===== config.mk =====
export PLATFORM = sky130hd
export DESIGN_NAME = op8_sequencer
export DESIGN_NICKNAME = d
export VERILOG_FILES = /design/src/rtl/chip8_pkg.sv /design/src/rtl/op8_sequencer_alu.sv /design/src/rtl/op8_sequencer.sv
export SDC_FILE = /design/constraint.sdc
export NUM_CORES = 1
export LEC_CHECK = 0
export ABC_AREA = 1
export BUFFER_PORTS_ARGS = -buffer_cell sky130_fd_sc_hd__buf_2
export CORE_MARGIN = 4
export CORE_UTILIZATION = 45
export CTS_BUF_LIST = sky130_fd_sc_hd__clkbuf_8
export DETAILED_ROUTE_END_ITERATION = 16
export PLACE_DENSITY_LB_ADDON = 0.25
export SETUP_SLACK_MARGIN = 0.1
export SLEW_MARGIN = 20
export SYNTH_ARGS = -nofsm -noshare
export SYNTH_HDL_FRONTEND = slang
export SYNTH_SLANG_ARGS = --single-unit
export TNS_END_PERCENT = 30

===== constraint.sdc =====
create_clock -name clk -period 4.7 [get_ports clk]
set_input_delay 0.705 -clock clk [delete_from_list [all_inputs] [get_ports clk]]
set_output_delay 0.705 -clock clk [all_outputs]
set_load 0.01 [all_outputs]

===== src/rtl/chip8_pkg.sv =====
// Shared CHIP-8 definitions: ALU operators, 8XYn sequencer states and opcode decode.
// OP8_VF_RESET_QUIRK_EN makes OR/AND/XOR also write VF=0 (COSMAC behaviour).
package chip8_pkg;

  localparam logic [3:0] FLAG_REG_DEFAULT = 4'hF;

`ifdef OP8_VF_RESET_QUIRK_EN
  localparam logic VF_RESET_QUIRK = 1'b1;
`else
  localparam logic VF_RESET_QUIRK = 1'b0;
`endif

  typedef enum logic [3:0] {
    OP_SET,
    OP_OR,
    OP_AND,
    OP_XOR,
    OP_SUM,
    OP_SUB,
    OP_SHIFT_RIGHT,
    OP_NEG_SUB,
    OP_SHIFT_LEFT
  } operator_t;

  typedef enum logic [2:0] {
    ST_IDLE,
    ST_RD_X,
    ST_RD_Y,
    ST_LATCH,
    ST_WR_X,
    ST_WR_F,
    ST_DONE
  } op8_state_t;

  typedef struct packed {
    operator_t op;
    logic      legal;
    logic      writes_flag;
  } op_decode_t;

  function automatic op_decode_t decode_n(input logic [3:0] n);
    op_decode_t d;
    d.op          = OP_SET;
    d.legal       = 1'b1;
    d.writes_flag = 1'b0;
    case (n)
      4'h0: d.op = OP_SET;
      4'h1: begin d.op = OP_OR;          d.writes_flag = VF_RESET_QUIRK; end
      4'h2: begin d.op = OP_AND;         d.writes_flag = VF_RESET_QUIRK; end
      4'h3: begin d.op = OP_XOR;         d.writes_flag = VF_RESET_QUIRK; end
      4'h4: begin d.op = OP_SUM;         d.writes_flag = 1'b1; end
      4'h5: begin d.op = OP_SUB;         d.writes_flag = 1'b1; end
      4'h6: begin d.op = OP_SHIFT_RIGHT; d.writes_flag = 1'b1; end
      4'h7: begin d.op = OP_NEG_SUB;     d.writes_flag = 1'b1; end
      4'hE: begin d.op = OP_SHIFT_LEFT;  d.writes_flag = 1'b1; end
      default: d.legal = 1'b0;
    endcase
    return d;
  endfunction

endpackage


===== src/rtl/op8_sequencer_alu.sv =====
// Shared 8-bit CHIP-8 ALU: result plus flag (carry out, no-borrow, or shifted-out bit).
module alu
  import chip8_pkg::*;
(
  input  logic [7:0] i_a,
  input  logic [7:0] i_b,
  input  operator_t  i_op,
  output logic [7:0] o_y,
  output logic       o_carry
);

  logic [8:0] w_sum;

  assign w_sum = {1'b0, i_a} + {1'b0, i_b};

  // Operator select; shifts act on the second operand
  always_comb begin
    o_y     = 8'h00;
    o_carry = 1'b0;
    case (i_op)
      OP_SET:         o_y = i_b;
      OP_OR:          o_y = i_a | i_b;
      OP_AND:         o_y = i_a & i_b;
      OP_XOR:         o_y = i_a ^ i_b;
      OP_SUM:         begin o_y = w_sum[7:0]; o_carry = w_sum[8]; end
      OP_SUB:         begin o_y = i_a - i_b; o_carry = (i_a >= i_b); end
      OP_SHIFT_RIGHT: begin o_y = {1'b0, i_b[7:1]}; o_carry = i_b[0]; end
      OP_NEG_SUB:     begin o_y = i_b - i_a; o_carry = (i_b >= i_a); end
      OP_SHIFT_LEFT:  begin o_y = {i_b[6:0], 1'b0}; o_carry = i_b[7]; end
      default:        begin o_y = 8'h00; o_carry = 1'b0; end
    endcase
  end

endmodule


===== src/rtl/op8_sequencer.sv =====
// CHIP-8 8XYn sequencer: read Vx/Vy, run the ALU, write Vx then VF.
// OP8_VF_RESET_QUIRK_EN (see chip8_pkg) routes OR/AND/XOR through the VF write.
module op8_sequencer
  import chip8_pkg::*;
#(
  parameter int                    REG_ADDR_W = 4,
  parameter logic [REG_ADDR_W-1:0] FLAG_REG   = REG_ADDR_W'(FLAG_REG_DEFAULT)
) (
  input  logic                  clk,
  input  logic                  rst,
  input  logic                  start,
  output logic                  ready,
  input  logic [REG_ADDR_W-1:0] x,
  input  logic [REG_ADDR_W-1:0] y,
  input  logic [3:0]            n,
  output logic                  busy,
  output logic                  done,
  output logic                  illegal,
  output logic [REG_ADDR_W-1:0] rf_raddr,
  input  logic [7:0]            rf_rdata,
  output logic                  rf_we,
  output logic [REG_ADDR_W-1:0] rf_waddr,
  output logic [7:0]            rf_wdata
);

  op8_state_t            r_state;
  op8_state_t            w_next_state;
  logic [REG_ADDR_W-1:0] r_x;
  logic [REG_ADDR_W-1:0] r_y;
  logic [3:0]            r_n;
  logic [7:0]            r_a;
  logic [7:0]            r_b;
  logic                  r_flag;
  logic                  r_illegal;

  logic [3:0]            w_n_sel;
  op_decode_t            w_dec;
  logic [7:0]            w_alu_y;
  logic                  w_alu_carry;
  logic                  w_we;

  // One decoder serves both the accept decision (live n) and execution (latched n)
  assign w_n_sel = (r_state == ST_IDLE) ? n : r_n;
  assign w_dec   = decode_n(w_n_sel);

  alu u_alu (
    .i_a     (r_a),
    .i_b     (r_b),
    .i_op    (w_dec.op),
    .o_y     (w_alu_y),
    .o_carry (w_alu_carry)
  );

  // State register and operand/flag capture
  always_ff @(posedge clk) begin
    if (rst) begin
      r_state   <= ST_IDLE;
      r_x       <= '0;
      r_y       <= '0;
      r_n       <= 4'h0;
      r_a       <= 8'h00;
      r_b       <= 8'h00;
      r_flag    <= 1'b0;
      r_illegal <= 1'b0;
    end else begin
      r_state <= w_next_state;
      case (r_state)
        ST_IDLE: begin
          if (start) begin
            r_x       <= x;
            r_y       <= y;
            r_n       <= n;
            r_illegal <= ~w_dec.legal;
          end
        end
        ST_RD_Y:  r_a    <= rf_rdata;
        ST_LATCH: r_b    <= rf_rdata;
        ST_WR_X:  r_flag <= w_alu_carry;
        default:  ;
      endcase
    end
  end

  // Next-state and output decode from the registered state
  always_comb begin
    w_next_state = r_state;
    ready        = 1'b0;
    busy         = 1'b1;
    done         = 1'b0;
    illegal      = 1'b0;
    rf_raddr     = '0;
    w_we         = 1'b0;
    rf_waddr     = '0;
    rf_wdata     = 8'h00;
    case (r_state)
      ST_IDLE: begin
        ready = 1'b1;
        busy  = 1'b0;
        if (start && w_dec.legal) begin
          w_next_state = ST_RD_X;
        end else if (start) begin
          w_next_state = ST_DONE;
        end else begin
          w_next_state = ST_IDLE;
        end
      end
      ST_RD_X: begin
        rf_raddr     = r_x;
        w_next_state = ST_RD_Y;
      end
      ST_RD_Y: begin
        rf_raddr     = r_y;
        w_next_state = ST_LATCH;
      end
      ST_LATCH: w_next_state = ST_WR_X;
      ST_WR_X: begin
        w_we     = 1'b1;
        rf_waddr = r_x;
        rf_wdata = w_alu_y;
        if (w_dec.writes_flag) begin
          w_next_state = ST_WR_F;
        end else begin
          w_next_state = ST_DONE;
        end
      end
      ST_WR_F: begin
        w_we         = 1'b1;
        rf_waddr     = FLAG_REG;
        rf_wdata     = {7'b0000000, r_flag};
        w_next_state = ST_DONE;
      end
      ST_DONE: begin
        done         = 1'b1;
        illegal      = r_illegal;
        w_next_state = ST_IDLE;
      end
      default: begin
        busy         = 1'b0;
        w_next_state = ST_IDLE;
      end
    endcase
  end

  // A reset arriving mid-operation must not let the pending write through
  assign rf_we = w_we & ~rst;

endmodule


==> impl_metrics.env <==
export IMPL_tightestPinTransition_ns=0.8689
export IMPL_synth_area_leaders="dfxtp_1 (19%), nand2_1 (14%), ha_1 (12%), inv_1 (8.4%), nand3_1 (7.3%)"
export IMPL_layoutNonFillerInstCount=678
export IMPL_final_core_util_pct=52.07
export IMPL_routabilityCongestion=1.023
export IMPL_syn_to_final_growth_pct=11.20
export IMPL_first_global_vias=3376
export IMPL_crit_fanout=12
export IMPL_ff2ff_path_depth=13
export IMPL_syn_inst=543
export IMPL_finalCritPeriodShare_pct=71.13
export IMPL_num_rows=31
export IMPL_portBuffers=43
export IMPL_cts_tree="built"
export IMPL_hold_buffers=0
export IMPL_core_mm2=0.007370
export IMPL_setup_viol=0
export IMPL_hold_class="reg -> reg"
export IMPL_cp_arrival_ns=2.64
export IMPL_cp_start_kind="flip-flop"
export IMPL_drive_above_1_share_pct=15.72
export IMPL_leakagePower_nw=1.919
export IMPL_post_cts_buffers=0
export IMPL_clk_pin_slew_ns=0.08
export IMPL_vias=3561
export IMPL_drtPass1Iterations=5
export IMPL_htreeDepth=2
export IMPL_antenna_found_initial=0
export IMPL_clock_fmax_mhz=299.1
export IMPL_vias_per_cell=5.252
export IMPL_grt_usage_pct=23.00
export IMPL_grt_pass1_wl_um=16630
export IMPL_final_cell_mix="nand2_1 (133), inv_1 (77), nand3_1 (50), buf_2 (43), o21ai_0 (42)"
export IMPL_powerDensity_mw_per_mm2=619.2
export IMPL_min_path_cells=2
export IMPL_clockRootBuffer="clkbuf_8"
export IMPL_placed_area_mm2=0.003722
export IMPL_syn_num_nets=601
export IMPL_maxCapViolations=0
export IMPL_status="complete, no violations"
export IMPL_finalMaxSlewViolations=0
export IMPL_post_place_ws_ns=1.747
export IMPL_min_period_ns=3.343
export IMPL_insertion_delay_ns=0.29
export IMPL_dpl_hpwl_um=7673
export IMPL_yosysSeqAreaShare_pct=19.14
export IMPL_die_area_mm2=0.009134
export IMPL_yosysWarningCount=0
export IMPL_fin_setup_tns_ns=0
export IMPL_synth_area_mm2=0.003451
export IMPL_synth_area_leader_cell="dfxtp_1"
export IMPL_wire_per_inst_um=14.42
export IMPL_ys_types=36
export IMPL_synth_seq_cells=33
export IMPL_design_area_mm2=0.003837
export IMPL_io_pins=44
export IMPL_clockBufferDepth=2
export IMPL_cts_resized=0
export IMPL_drc=0
export IMPL_antenna_cells=0
export IMPL_synth_top_area_share_pct=19.14
export IMPL_syn_area_per_cell_um2=6.355
export IMPL_ant_nets=0
export IMPL_required_ns=3.99
export IMPL_grt_max_degree=29
export IMPL_irDropWorstVdd_mv=0.4426
export IMPL_grt_overflow=0
export IMPL_hold_violations=0
export IMPL_die_h_um=95.57
export IMPL_cts_num_sinks=33
export IMPL_cts_buffers_inserted=5
export IMPL_wirelength_um=9774
export IMPL_fin_worst_skew_ns=0.01103
export IMPL_timing_slew_headroom_pct=41.91
export IMPL_holdWs_ns=0.4577
export IMPL_layout_commonest_cell="nand2_1"
export IMPL_rsz0062_at_grt="no"
export IMPL_setup_slack_ns=1.357
export IMPL_endpoint_kind="output pin"
export IMPL_power_mw=2.376
export IMPL_worst_setup_path_type="reg -> out"
export IMPL_start_util_pct=46.83
export IMPL_nNetsFinal=636
export IMPL_dp_cells=670
export IMPL_die_x_um=95.57
export IMPL_drt_initial_drc_count=313
-- synth_stat cells --
cell type  number
a211oi_1        2
a21oi_1        39
a21oi_2         1
a31oi_1         1
and2_1          2
buf_2           6
buf_4           1
clkbuf_1        8
dfxtp_1        33
fa_1            3
ha_1           32
inv_1          77
inv_2           4
nand2_1       133
nand2_2        10
nand2_4         4
nand2_8         3
nand2b_1        1
nand3_1        50
nand3_2         2
nand3b_1        3
nand3b_4        1
nand4_1         7
nor2_1         36
nor2_2          2
nor2_4          7
nor2_8          3
nor3_1          1
nor3b_1         1
o211ai_2        1
o21ai_0        42
o21ai_1        13
o21bai_1        3
o22ai_1         4
or2_2           2
xor2_1          5
-- routing by layer --
metal	global-route usage [%]	share of wire, %
met5	0	0
met4	6.161	1.6
met3	2.684	5.9
met2	36.25	46
met1	32.95	47
-- final cells by class --
class                           count  area (um^2)
Inverter                           81        304.0
Multi-Input combinational cell    414         2419
Sequential cell                    33        660.6
Tap cell                           99        123.9
Clock inverter                      3        46.29
Timing Repair Buffer               43        215.2
Clock buffer                        5        68.82
Fill cell                         781         3532
-- report_power, final --
| part | internal, mW | switching (mW) |
|---|---|---|
| registers | 0.364 | 0.0718 |
| clock network | 0.159 | 0.117 |
| logic | 0.509 | 1.16 |
-- sequential cells by signal (all words and copies together), names as in the netlist --
signal	cells
r_y	4
r_illegal	1
r_n	4
r_a	8
r_state	3
r_x	4
r_b	8
r_flag	1
-- worst max-delay path: stages (launching register included) --
cell	delay, ns
dfxtp_1	0.45
inv_1	0.13
ha_1	0.54
inv_1	0.18
a21oi_1	0.16
nand2_1	0.12
nand2_1	0.11
nand3_1	0.08
nand3_1	0.10
nand2_1	0.05
nor2_1	0.10
nand3_1	0.07
nand2_1	0.07
inv_1	0.05
buf_2	0.13
-- path summary, 6_finish.rpt --
check / from / end / slack, ns
max: r_b[3] / rf_wdata[6] / 1.36
min: r_y[2] / r_y[2] / 0.46
max reg2reg: r_b[3] / r_flag / 2.39
min reg2reg: r_y[2] / r_y[2] / 0.46
-- cell families (layout without fill, tap and decap cells) --
group	after synthesis	in the layout	synth area share (%)
AOI/OAI and AO/OA	106	106	16.24
xor gates and xnor gates	5	5	1.269
adders and majority gates	35	35	13.34
buffers and inverters	96	132	10.77
DFF	33	33	19.14
and+or+nand+nor	268	268	39.23
No activity file was read; power rests on OpenSTA's default activity.
